[src/rtl/lsu_pkg.sv]
`timescale 1ns/1ps
`default_nettype none
// ============================================================================
// Module  : lsu_pkg
// Purpose : Shared types and constants for the load/store unit: FSM state
//           encoding, RV64 funct3 load/store size codes, memory-word geometry
//           (MEM_STEPS byte lanes, OFS offset bits) and size/legality helpers.
// Ports   : none (package)
// Config  : none
// Revision: 1.0 - initial release
// ============================================================================
package lsu_pkg;

    localparam int XLEN      = 64;
    localparam int BYTE_SIZE = 8;
    localparam int MEM_STEPS = XLEN / 8;
    localparam int OFS       = $clog2(MEM_STEPS);
    // Width of a bit-shift amount that moves data by up to MEM_STEPS-1 lanes.
    localparam int SHW       = $clog2(XLEN);

    typedef enum logic [2:0] {
        IDLE  = 3'd0,
        BEAT0 = 3'd1,
        BEAT1 = 3'd2,
        WAIT  = 3'd3,
        RESP  = 3'd4
    } lsu_state_e;

    localparam logic [2:0] F3_B  = 3'b000;
    localparam logic [2:0] F3_H  = 3'b001;
    localparam logic [2:0] F3_W  = 3'b010;
    localparam logic [2:0] F3_D  = 3'b011;
    localparam logic [2:0] F3_BU = 3'b100;
    localparam logic [2:0] F3_HU = 3'b101;
    localparam logic [2:0] F3_WU = 3'b110;

    // Access size in bytes (1, 2, 4 or 8); the low two funct3 bits are log2(size).
    function automatic logic [OFS:0] size_bytes(input logic [2:0] funct3);
        logic [OFS:0] size;
        size = '0;
        size[funct3[1:0]] = 1'b1;
        return size;
    endfunction

    // 111 is never legal; unsigned variants exist only for loads.
    function automatic logic funct3_illegal(input logic store, input logic [2:0] funct3);
        return (funct3 == 3'b111) || (store && funct3[2]);
    endfunction

endpackage
`default_nettype wire

[src/rtl/lsu_align.sv]
`timescale 1ns/1ps
`default_nettype none
// ============================================================================
// Module  : lsu_align
// Purpose : Combinational lane alignment for the load/store unit.
//           Store side: masks store data to the access size and shifts data and
//           byte strobes up by the byte offset across a two-word window (low
//           word = beat 0, high word = beat 1).
//           Load side: shifts the two-word window down by the byte offset and
//           zero/sign extends the result per funct3.
// Ports   : i_funct3        access type
//           i_offset        byte offset within the first word
//           i_st_wdata      right-justified store data
//           o_st_data_wide  lane-shifted store data, {beat1, beat0}
//           o_st_strb_wide  lane-shifted byte strobes, {beat1, beat0}
//           i_ld_lo_word    first (or only) loaded word
//           i_ld_hi_word    second loaded word (split loads)
//           o_ld_result     extended load result
// Config  : none
// Revision: 1.0 - initial release
// ============================================================================
module lsu_align
    import lsu_pkg::*;
(
    input  logic [2:0]             i_funct3,
    input  logic [OFS-1:0]         i_offset,
    input  logic [XLEN-1:0]        i_st_wdata,
    output logic [2*XLEN-1:0]      o_st_data_wide,
    output logic [2*MEM_STEPS-1:0] o_st_strb_wide,
    input  logic [XLEN-1:0]        i_ld_lo_word,
    input  logic [XLEN-1:0]        i_ld_hi_word,
    output logic [XLEN-1:0]        o_ld_result
);

    localparam int c_half_w = 2 * BYTE_SIZE;
    localparam int c_word_w = 4 * BYTE_SIZE;

    logic [OFS:0]         w_size;
    logic [SHW-1:0]       w_shift;
    logic [MEM_STEPS-1:0] w_mask;
    logic [XLEN-1:0]      w_wdata_m;
    logic [2*XLEN-1:0]    w_ld_wide;
    logic [XLEN-1:0]      w_raw;

    assign w_size  = size_bytes(i_funct3);
    // BYTE_SIZE is a power of two, so the bit shift is the offset with zero LSBs.
    assign w_shift = {i_offset, {$clog2(BYTE_SIZE){1'b0}}};

    always_comb begin
        w_mask    = '0;
        w_wdata_m = '0;
        for (int i = 0; i < MEM_STEPS; i++) begin
            if (i < int'(w_size)) begin
                w_mask[i]                            = 1'b1;
                w_wdata_m[i*BYTE_SIZE +: BYTE_SIZE]  = i_st_wdata[i*BYTE_SIZE +: BYTE_SIZE];
            end
        end
    end

    assign o_st_strb_wide = {{MEM_STEPS{1'b0}}, w_mask} << i_offset;
    assign o_st_data_wide = {{XLEN{1'b0}}, w_wdata_m} << w_shift;

    // Bytes above the access size that leak in from the window are discarded
    // by the extension below.
    assign w_ld_wide = {i_ld_hi_word, i_ld_lo_word} >> w_shift;
    assign w_raw     = w_ld_wide[XLEN-1:0];

    always_comb begin
        o_ld_result = '0;
        case (i_funct3)
            F3_B:    o_ld_result = {{(XLEN-BYTE_SIZE){w_raw[BYTE_SIZE-1]}}, w_raw[BYTE_SIZE-1:0]};
            F3_H:    o_ld_result = {{(XLEN-c_half_w){w_raw[c_half_w-1]}}, w_raw[c_half_w-1:0]};
            F3_W:    o_ld_result = {{(XLEN-c_word_w){w_raw[c_word_w-1]}}, w_raw[c_word_w-1:0]};
            F3_D:    o_ld_result = w_raw;
            F3_BU:   o_ld_result = {{(XLEN-BYTE_SIZE){1'b0}}, w_raw[BYTE_SIZE-1:0]};
            F3_HU:   o_ld_result = {{(XLEN-c_half_w){1'b0}}, w_raw[c_half_w-1:0]};
            F3_WU:   o_ld_result = {{(XLEN-c_word_w){1'b0}}, w_raw[c_word_w-1:0]};
            default: o_ld_result = '0;
        endcase
    end

endmodule
`default_nettype wire

[src/rtl/load_store_unit.sv]
`timescale 1ns/1ps
`default_nettype none
// ============================================================================
// Module  : load_store_unit
// Purpose : Pipeline-side initiator for the word-wide data memory. Accepts one
//           RV64 load/store per request, issues one or two memory beats,
//           merges/extends load data and returns a one-cycle response.
// Ports   : clk, rst_n (async active-low)
//           req_valid/req_ready/req_store/req_funct3/req_addr/req_wdata  request
//           resp_valid/resp_rdata/resp_fault                              response
//           mem_read_enable/mem_read_addr/mem_read_data                   read beat
//           mem_write_enable/mem_write_addr/mem_write_data/mem_write_strb write beat
// Config  : LSU_MISALIGNED_SPLIT_EN - when defined, accesses crossing a word
//           boundary are split into two beats; otherwise they fault.
// Revision: 1.0 - initial release
// ============================================================================
module load_store_unit
    import lsu_pkg::*;
(
    input  logic                 clk,
    input  logic                 rst_n,
    input  logic                 req_valid,
    output logic                 req_ready,
    input  logic                 req_store,
    input  logic [2:0]           req_funct3,
    input  logic [XLEN-1:0]      req_addr,
    input  logic [XLEN-1:0]      req_wdata,
    output logic                 resp_valid,
    output logic [XLEN-1:0]      resp_rdata,
    output logic                 resp_fault,
    output logic                 mem_read_enable,
    output logic [XLEN-1:0]      mem_read_addr,
    input  logic [XLEN-1:0]      mem_read_data,
    output logic                 mem_write_enable,
    output logic [XLEN-1:0]      mem_write_addr,
    output logic [XLEN-1:0]      mem_write_data,
    output logic [MEM_STEPS-1:0] mem_write_strb
);

`ifdef LSU_MISALIGNED_SPLIT_EN
    localparam logic c_split_en = 1'b1;
`else
    localparam logic c_split_en = 1'b0;
`endif

    localparam logic [OFS:0]         c_mem_steps = MEM_STEPS;
    localparam logic [XLEN-OFS-1:0]  c_word_one  = 1;

    lsu_state_e       state_q, state_d;
    logic             store_q, store_d;
    logic [2:0]       funct3_q, funct3_d;
    logic [XLEN-1:0]  addr_q, addr_d;
    logic [XLEN-1:0]  wdata_q, wdata_d;
    logic             split_q, split_d;
    logic [XLEN-1:0]  buf_q, buf_d;
    logic [XLEN-1:0]  rdata_q, rdata_d;
    logic             fault_q, fault_d;

    logic [OFS:0]            w_req_end;
    logic                    w_req_split;
    logic                    w_req_fault;
    logic [XLEN-OFS-1:0]     w_word0;
    logic [XLEN-OFS-1:0]     w_word1;
    logic [2*XLEN-1:0]       w_st_data_wide;
    logic [2*MEM_STEPS-1:0]  w_st_strb_wide;
    logic [XLEN-1:0]         w_ld_lo;
    logic [XLEN-1:0]         w_ld_result;

    // Decode on the live request so a fault can skip the beats entirely.
    assign w_req_end   = {1'b0, req_addr[OFS-1:0]} + size_bytes(req_funct3);
    assign w_req_split = (w_req_end > c_mem_steps);
    assign w_req_fault = funct3_illegal(req_store, req_funct3) || (w_req_split && !c_split_en);

    // Second word index wraps naturally at the top of the word space.
    assign w_word0 = addr_q[XLEN-1:OFS];
    assign w_word1 = w_word0 + c_word_one;

    // For a split load the first word was parked in buf_q during BEAT1.
    assign w_ld_lo = split_q ? buf_q : mem_read_data;

    lsu_align u_align (
        .i_funct3       (funct3_q),
        .i_offset       (addr_q[OFS-1:0]),
        .i_st_wdata     (wdata_q),
        .o_st_data_wide (w_st_data_wide),
        .o_st_strb_wide (w_st_strb_wide),
        .i_ld_lo_word   (w_ld_lo),
        .i_ld_hi_word   (mem_read_data),
        .o_ld_result    (w_ld_result)
    );

    always_ff @(posedge clk or negedge rst_n) begin
        if (!rst_n) begin
            state_q  <= IDLE;
            store_q  <= 1'b0;
            funct3_q <= '0;
            addr_q   <= '0;
            wdata_q  <= '0;
            split_q  <= 1'b0;
            buf_q    <= '0;
            rdata_q  <= '0;
            fault_q  <= 1'b0;
        end else begin
            state_q  <= state_d;
            store_q  <= store_d;
            funct3_q <= funct3_d;
            addr_q   <= addr_d;
            wdata_q  <= wdata_d;
            split_q  <= split_d;
            buf_q    <= buf_d;
            rdata_q  <= rdata_d;
            fault_q  <= fault_d;
        end
    end

    always_comb begin
        state_d          = state_q;
        store_d          = store_q;
        funct3_d         = funct3_q;
        addr_d           = addr_q;
        wdata_d          = wdata_q;
        split_d          = split_q;
        buf_d            = buf_q;
        rdata_d          = rdata_q;
        fault_d          = fault_q;
        req_ready        = 1'b0;
        resp_valid       = 1'b0;
        mem_read_enable  = 1'b0;
        mem_read_addr    = '0;
        mem_write_enable = 1'b0;
        mem_write_addr   = '0;
        mem_write_data   = '0;
        mem_write_strb   = '0;

        unique case (state_q)
            IDLE: begin
                req_ready = 1'b1;
                rdata_d   = '0;
                fault_d   = 1'b0;
                if (req_valid) begin
                    store_d  = req_store;
                    funct3_d = req_funct3;
                    addr_d   = req_addr;
                    wdata_d  = req_wdata;
                    split_d  = w_req_split && !w_req_fault;
                    if (w_req_fault) begin
                        fault_d = 1'b1;
                        state_d = RESP;
                    end else begin
                        state_d = BEAT0;
                    end
                end
            end
            BEAT0: begin
                if (store_q) begin
                    mem_write_enable = 1'b1;
                    mem_write_addr   = {{OFS{1'b0}}, w_word0};
                    mem_write_data   = w_st_data_wide[XLEN-1:0];
                    mem_write_strb   = w_st_strb_wide[MEM_STEPS-1:0];
                end else begin
                    mem_read_enable  = 1'b1;
                    mem_read_addr    = {{OFS{1'b0}}, w_word0};
                end
                if (split_q && c_split_en) begin
                    state_d = BEAT1;
                end else if (store_q) begin
                    state_d = RESP;
                end else begin
                    state_d = WAIT;
                end
            end
            BEAT1: begin
                if (store_q) begin
                    mem_write_enable = 1'b1;
                    mem_write_addr   = {{OFS{1'b0}}, w_word1};
                    mem_write_data   = w_st_data_wide[2*XLEN-1:XLEN];
                    mem_write_strb   = w_st_strb_wide[2*MEM_STEPS-1:MEM_STEPS];
                    state_d          = RESP;
                end else begin
                    mem_read_enable  = 1'b1;
                    mem_read_addr    = {{OFS{1'b0}}, w_word1};
                    buf_d            = mem_read_data;
                    state_d          = WAIT;
                end
            end
            WAIT: begin
                rdata_d = w_ld_result;
                state_d = RESP;
            end
            RESP: begin
                resp_valid = 1'b1;
                state_d    = IDLE;
            end
            default: begin
                state_d = IDLE;
            end
        endcase
    end

    assign resp_rdata = rdata_q;
    assign resp_fault = fault_q;

endmodule
`default_nettype wire
[config.mk]
export PLATFORM = sky130hd
export DESIGN_NAME = load_store_unit
export DESIGN_NICKNAME = d
export VERILOG_FILES = /design/src/rtl/lsu_pkg.sv /design/src/rtl/lsu_align.sv /design/src/rtl/load_store_unit.sv
export SDC_FILE = /design/constraint.sdc
export NUM_CORES = 1
export LEC_CHECK = 0
export ABC_AREA = 0
export CORE_MARGIN = 2
export CORE_UTILIZATION = 50
export DETAILED_ROUTE_END_ITERATION = 7
export PLACE_DENSITY = 0.91
export SLEW_MARGIN = 20
export SYNTH_ARGS = -nofsm -noshare
export SYNTH_HDL_FRONTEND = slang
export SYNTH_SLANG_ARGS = --single-unit
[constraint.sdc]
create_clock -name clk -period 5.3 [get_ports clk]
set_input_delay 0.795 -clock clk [delete_from_list [all_inputs] [get_ports clk]]
set_output_delay 0.795 -clock clk [all_outputs]
set_load 0.05 [all_outputs]
### Word-level counts from Yosys, hierarchy flattened

Cells that the tools add are included.

* memory bits (read-only): 0
* bits in registers: 265
* latch bits: 0
* memories: 0
* word-level logic and storage cells: 100
* memory bits (writable): 0
* output and inout port bits: 269
* input bits: 199

* mux-type cells: 47
* order comparisons: 13
* bitwise operators: 1
* multipliers: 0
* equality and inequality tests: 12
* $add $sub $neg: 2
* divide/modulo/power cells: 0
* reduce and logical (&&, ||, !) cells: 13
* shifts and indexed selects: 3

Operator list (count)
* case mux 64 bit (7 select lines): 1
* case mux 64 bit (2 select lines): 2
* two-way mux 61 bit: 4
* case mux 61 bit (2 select lines): 2
* two-way mux 64 bit: 3
* left shift 64 x 6 -> 128 bit: 1
* >> shifter 128 x 6 -> 64 bit: 1
* two-way mux 8 bit: 10
* adder 61 x 1 -> 61 bit, second input constant: 1
* two-way mux 1 bit: 18
* less-than comparator 3 x 4 -> 1 bit, first input constant: 4
* case mux 8 bit (2 select lines): 1
* left shift 8 x 3 -> 16 bit: 1
* == test 3 bit, second input constant: 5
* == test 3 x 2 -> 1 bit, second input constant: 4
* two-way mux 3 bit: 3
* case mux 3 bit (3 select lines): 1
* less-than comparator 1 x 4 -> 1 bit, first input constant: 2
* less-than comparator 2 x 4 -> 1 bit, first input constant: 2
* == test 3 x 1 -> 1 bit, second input constant: 2
* logical NOT 3 bit: 2
* less-than comparator 2 x 3 -> 1 bit, second input constant: 2
* adder 3 x 4 -> 4 bit: 1
* demux 1 bit (select 2 bit): 2
* 10 further kinds: 16

### Logic depth before layout (Yosys ltp)

Gate-level depths: netlist of run 1.

* depth after elaboration: 10
* mapped depth: 9
* depth with buffers taken out: 8

### Hierarchy

From an unflattened synthesis of run 1, not the netlist that was laid out.

* cell total of the unflattened synthesis: 2588
* area total of the unflattened synthesis: 20861.3 sq um

Modules (own cells, without submodules)
* load_store_unit: area an instance 14821.7 sq um, seq. area each 6631.4 sq um, cells each 1770, instances 1
* lsu_align: area an instance 6039.5 sq um, seq. area each 0.0 sq um, cells each 818, instances 1

### Least setup slack after synthesis of run 1

OpenSTA, ideal clock, no wires.

* path kind: reg2out
* start point: register state_q[0]
* end point: output mem_read_addr[31]
* stages on the path, launching flop included: 7
* path slack: 1.353 ns
* path buffers: 4
* required time: 4.505 ns
* arrival time: 3.152 ns
* cell sequence: dfrtp_1 > clkbuf_1 > or3_1 > clkbuf_1 > clkbuf_1 > clkbuf_1 > o41ai_1

* cells in the longest elaborated chain, start to end: 2
* elaborated cells on any way between the ends: 3
* those cells by class: eq/ne: 2; mux: 1

RTL lines
* start: declaration: RTL line load_store_unit.sv:49 `lsu_state_e state_q, state_d;`
* start signal: assignment: RTL line load_store_unit.sv:104 `state_q <= state_d;`
* == test 3 x 2 -> 1 bit or == test 3 x 1 -> 1 bit (tied branches): RTL line load_store_unit.sv:135 `unique case (state_q)`
* case mux 61 bit (2 select lines) (*): RTL line load_store_unit.sv:135
* end: declaration: RTL line load_store_unit.sv:32 `output logic [XLEN-1:0] mem_read_addr,`

Every way passes the cells marked *; elsewhere a longest branch is shown, timed or not.

### Final worst setup path of run 1

* start point: register addr_q[15]
* end point: output mem_read_addr[38]

* cells in the longest elaborated chain, start to end: 3

RTL lines
* start: declaration: RTL line load_store_unit.sv:52 `logic [XLEN-1:0] addr_q, addr_d;`
* start signal: assignment: RTL line load_store_unit.sv:107 `addr_q <= addr_d;`
* adder 61 x 1 -> 61 bit: RTL line load_store_unit.sv:76 `assign w_word1 = w_word0 + c_word_one;`
* two-way mux 61 bit: RTL line load_store_unit.sv:173 `if (store_q) begin`
* case mux 61 bit (2 select lines): RTL line load_store_unit.sv:135

Every way passes these cells.

==> results of run 1 <==
==> final cells by class <==
class / count / area, sq um
timing repair buffer: 516 / 5170
clock buffer: 49 / 1010
fill: 3233 / 13600
sequential: 265 / 6640
antenna: 14 / 35.0
tap: 525 / 657
inverter: 12 / 47.5
multi-input combinational: 1797 / 12700
clock inverter: 11 / 95.1
==> cell usage after synthesis (all sizes together), types with 12 or more instances <==
cell    instances  area share, %
a211oi         25           0.92
a21o           13           0.48
a21oi          88            2.2
a221oi         15           0.65
a22o           48            2.1
a22oi          21           0.77
a31oi          69            2.1
a32oi          21           0.90
and2           32           0.98
and3           19           0.58
and4           15           0.65
buf            73            1.9
clkbuf        171            3.2
dfrtp         265             33
mux2          159            8.8
mux2i         130            6.4
mux4           60            6.6
nand2         420            7.7
nand3         106            2.6
nand4          22           0.68
nor2           83            1.5
nor2b          25           0.77
nor3           27           0.66
nor4           16           0.69
o211ai         36            1.3
o21a           12           0.44
o21ai         127            3.2
o221ai         24            1.0
o31ai          31            1.1
or4            12           0.44
==> where the power goes <==
part	switching, mW	internal, mW	total, mW
registers	1.28	2.84	4.12
logic	5.26	3.28	8.54
clock network	1.00	1.34	2.34
==> worst paths after layout <==
| kind | startpoint | end | slack, ps |
|---|---|---|---|
| min in group clk | buf_q[6] | buf_q[6] | 480 |
| max reg2reg | addr_q[0] | resp_rdata[12] | 1620 |
| min reg2reg | buf_q[6] | buf_q[6] | 480 |
| max in group asynchronous | rst_n | addr_q[1] | 3780 |
| min | rst_n | buf_q[12] | 270 |
| max | addr_q[15] | mem_read_addr[38] | 300 |
==> per-layer routing <==
layer	vias to the layer above	routed length [microns]	part of all wire, %
li1	9323	-	-
met1	10310	31000	37
met2	1537	37000	45
met3	253	10800	13
met4	2	4130	5.0
met5	-	14	0.017
==> registers in the layout (all words and copies together) (netlist names) <==
name	count
addr_q	64
buf_q	64
funct3_q	3
resp_fault	1
resp_rdata	64
split_q	1
state_q	3
store_q	1
wdata_q	64
==> cell families (layout without fill, tap and decap cells) <==
| kind of cell | after synthesis | after routing |
|---|---|---|
| XOR/XNOR | 2 | 2 |
| other | 1 | 20 |
| AO/OA/AOI/OAI | 612 | 612 |
| flip-flops | 265 | 265 |
| multiplexers | 349 | 349 |
| buffers and inverters | 256 | 588 |
| adder cells (fa/ha/maj) | 5 | 5 |
| AND/OR/NAND/NOR | 823 | 823 |
==> flow_summary.toml, run 1 <==
[outcome]
status = "finished, final reports clean"

[clock_tree]
cts_max_level = 2
insertion_delay_ps = 570
cts_tree = "done"
post_cts_resized = 0
root_buffer = "clkbuf_16"
cts_buffer_depth = 3
cts.reportedPaths.clkPinSlew_ps = 60
cts_setup_buffers = 0
holdBufCountCts = 0
cts_made_buffers = 35
clock-sinks = 265

[timing]
fmaxAchievable_ghz = 0.200
setup_viol = 0
tightest_slew_ps = 1090
period_share_pct = 94.4
finalWorstSetupSlack_ps = 296
slew_headroom_pct = 27.1
finalSetupTns_ps = 0
fin_skew_ps = 30.1
finalMaxSlewViolations = 0
hold_viol_final = 0
whs_ps = 266
finalCriticalPeriod_ps = 5000
rsz0062_at_grt = "no"

[global_routing]
grt_pass1_wl_microns = 125000
grt_pass1_vias = 20624
overflow = 0
grt_max_degree = 108
grtUsageMet2_pct = 58.3
grt_most_used_layer = "met2"
grt_util_all_layers_pct = 38.4
antenna_found_initial = 14
grtUsageMet1_pct = 49.4
use_met3_pct = 12.2

[yosys]
synthMuxAreaShare_pct = 21.9
async_flop_share_pct = 100
ys_types = 77
syn-cell-area_sq_mm = 0.0204
synth_top_family_by_area = "multiplexers"
ys.flop_type = "dfrtp_1"
netlist_instances = 2313
yosysWarnings = 0
synth_xor_area_share_pct = 0.0860
syn_area_per_cell_sq_um = 8.80
synth-edff-count = 0
synth_compound_area_share_pct = 20.7
synth_seq_cells = 265
ys_seq_area_share_pct = 32.6
synthAdderAreaFrac_pct = 0.344
yosys.area_share.simple_pct = 19.1

[layout]
utilization_pct = 66.0
area_growth_pct = 29.7
layout-drive-gt1-share_pct = 15.3
mostFrequentLayoutCells = "nand2_1, clkdlybuf4s50_1, dfrtp_1"
nets = 2831
postLayoutCellArea_sq_mm = 0.0264
fin_cells = 3189
final_common_cell = "nand2_1"

[drt]
first_pass_iters = 7
drt-total-wl_microns = 82900
viasPerCell = 6.72
antenna_left = 0
routedWlPerCell_microns = 26.0
drt_iter0_drc = 2603
dr_total_vias = 21425
post-route-drc-count = 0

[power_and_ir_drop]
power_mw = 15.0
irDropWorstVdd_v = 0.000458
power_density_mw_per_mm2 = 568
p_leak_nw = 10.5

[floorplanning]
ioPinCount = 468
num_rows = 73
die_h_microns = 206
design.core.area_sq_mm = 0.0400
dieArea_sq_mm = 0.0423
initial_core_util_pct = 50.9
die_x_microns = 206

[critical_path]
reg2regPathDepth = 7
critPathMaxStageDelay_ps = 980
cp_slowest_cell = "nor4_2"
worstSetupStartpointType = "register"
worstPathMaxFanout = 13
worstPathRequired_ps = 4510
path_depth = 6
end_kind = "output port"
critPathBufInv = 1
crit_arrival_ps = 4210
crit_family = "simple AND/OR/NAND/NOR gates"
critical_path_class = "reg -> out"
path_common_cell = "nand4_1"
cp_cell_sequence = "and4_1 -> nand4_1 -> nor4_2 -> nand4_1 -> o211ai_1 -> clkdlybuf4s50_1"

[hold_path]
hp-class = "in -> async"

[place]
io_buffers = 461
dpl_worst_slack_ps = 1040
place_congestion = 0.969
placed_cells = 3115
placed_area_sq_mm = 0.0253
hpwl_microns = 59000

[job]
maxCapViolations = 0
(Power assumes the default switching activity.)
==> run 2, diff against run 1 <==
--- a/config.mk
+++ b/config.mk
@@ -9,7 +9,8 @@
 export CORE_MARGIN = 2
 export CORE_UTILIZATION = 50
 export DETAILED_ROUTE_END_ITERATION = 7
-export PLACE_DENSITY = 0.91
+export DONT_BUFFER_PORTS = 1
+export PLACE_DENSITY = 0.76
 export SLEW_MARGIN = 20
 export SYNTH_ARGS = -nofsm -noshare
 export SYNTH_HDL_FRONTEND = slang
==> run 2 against run 1 <==
Net effect:
- the run now ends with hold timing left
- flip-flop and latch count unchanged
- global-route usage decreased by 2.9 points
- power decreased by 3.8%
- critical path depth decreased by 1
- utilization decreased by 9.7 points
- via count decreased by 7.9%
==> flow_summary.toml, run 2 (synthesized netlist as in run 1, its figures left out) <==
[timing]
tightest_slew_ps = 1180
setup_viol = 0
finalMaxSlewViolations = 0
whs_ps = -66.7
hold_viol_final = 167
finalSetupTns_ps = 0
finalCriticalPeriod_ps = 4510
fmaxAchievable_ghz = 0.222
period_share_pct = 85.1
slew_headroom_pct = 21.1
fin_skew_ps = 37.8
rsz0062_at_grt = "no"
finalWorstSetupSlack_ps = 791

[drt]
viasPerCell = 7.07
first_pass_iters = 6
drt_iter0_drc = 2393
antenna_left = 0
routedWlPerCell_microns = 27.7
post-route-drc-count = 0
dr_total_vias = 19727
drt-total-wl_microns = 77200

[hold_path]
hp-class = "in -> async"

[floorplanning]
die_x_microns = 206
num_rows = 73
die_h_microns = 206
design.core.area_sq_mm = 0.0400
dieArea_sq_mm = 0.0423
ioPinCount = 468
initial_core_util_pct = 50.9

[clock_tree]
cts_tree = "done"
cts.reportedPaths.clkPinSlew_ps = 60
clock-sinks = 265
post_cts_resized = 0
cts_buffer_depth = 3
insertion_delay_ps = 570
cts_made_buffers = 34
root_buffer = "clkbuf_16"
cts_setup_buffers = 0
cts_max_level = 2

[power_and_ir_drop]
power_mw = 14.4
power_density_mw_per_mm2 = 641
p_leak_nw = 9.19
irDropWorstVdd_v = 0.000381

[place]
placed_area_sq_mm = 0.0214
dpl_worst_slack_ps = 1440
hpwl_microns = 54100
io_buffers = 0
placed_cells = 2728
place_congestion = 0.981

[layout]
final_common_cell = "nand2_1"
layout-drive-gt1-share_pct = 21.4
fin_cells = 2791
utilization_pct = 56.3
area_growth_pct = 10.5
nets = 2443
postLayoutCellArea_sq_mm = 0.0225
mostFrequentLayoutCells = "nand2_1, dfrtp_1, mux2_2"

[critical_path]
cp_slowest_cell = "o31ai_2"
reg2reg_slack_ps = 1480
critPathBufInv = 0
cp_cell_sequence = "and4_1 -> nand4_1 -> nor4_4 -> nand2_1 -> o31ai_2"
worstPathMaxFanout = 13
crit_family = "simple AND/OR/NAND/NOR gates"
end_kind = "output port"
worstSetupStartpointType = "register"
critical_path_class = "reg -> out"
worstPathRequired_ps = 4510
crit_arrival_ps = 3710
critPathMaxStageDelay_ps = 820

[global_routing]
antenna_found_initial = 9
overflow = 0
grt_max_degree = 266
grt_util_all_layers_pct = 35.5
grt_pass1_wl_microns = 116000
grt_pass1_vias = 18572

[job]
maxCapViolations = 0

[outcome]
status = "finished, violations left"
violations = "hold timing"
[run 2: layout make-up]
cell class / instances / area (sq um)
diodes: 3 / 7.51
clock buffers: 45 / 962
clock inverters: 15 / 176
fillers: 3488 / 17500
inverters: 12 / 47.5
multi-input cells: 1797 / 13000
flip-flops and latches: 265 / 6640
well taps: 525 / 657
repair buffers: 129 / 1010
[run 2: worst paths after layout]
path | startpoint | end | cells past startpoint
setup / recovery | addr_q[15] | mem_write_addr[35] | 5
min in group clk | mem_read_data[10] | buf_q[10] | 2
setup reg to reg | addr_q[0] | resp_rdata[24] | 6
hold reg to reg | buf_q[4] | buf_q[4] | 2
max in group asynchronous | rst_n | addr_q[59] | 0
hold / removal | rst_n | wdata_q[28] | 0
[run 2: where the power goes]
part	switching, mW	total [mW]	internal (mW)
clock network	0.996	2.39	1.39
registers	1.50	4.34	2.84
logic	4.96	7.70	2.75
[run 2: metal layers]
layer	wire, microns	share of wire [%]	global-route usage [%]
met5	52	0.067	0
met4	3560	4.6	15.4
met3	10100	13	11.3
met2	34400	45	54.8
met1	29100	38	45.8
[run 2: worst register-to-register path, delay by kind of cell (launching register included)]
kind,cells,cell delay [ps]
compound gates,3,1170
buf+inv,2,1030
flops,1,1020
mux,1,480
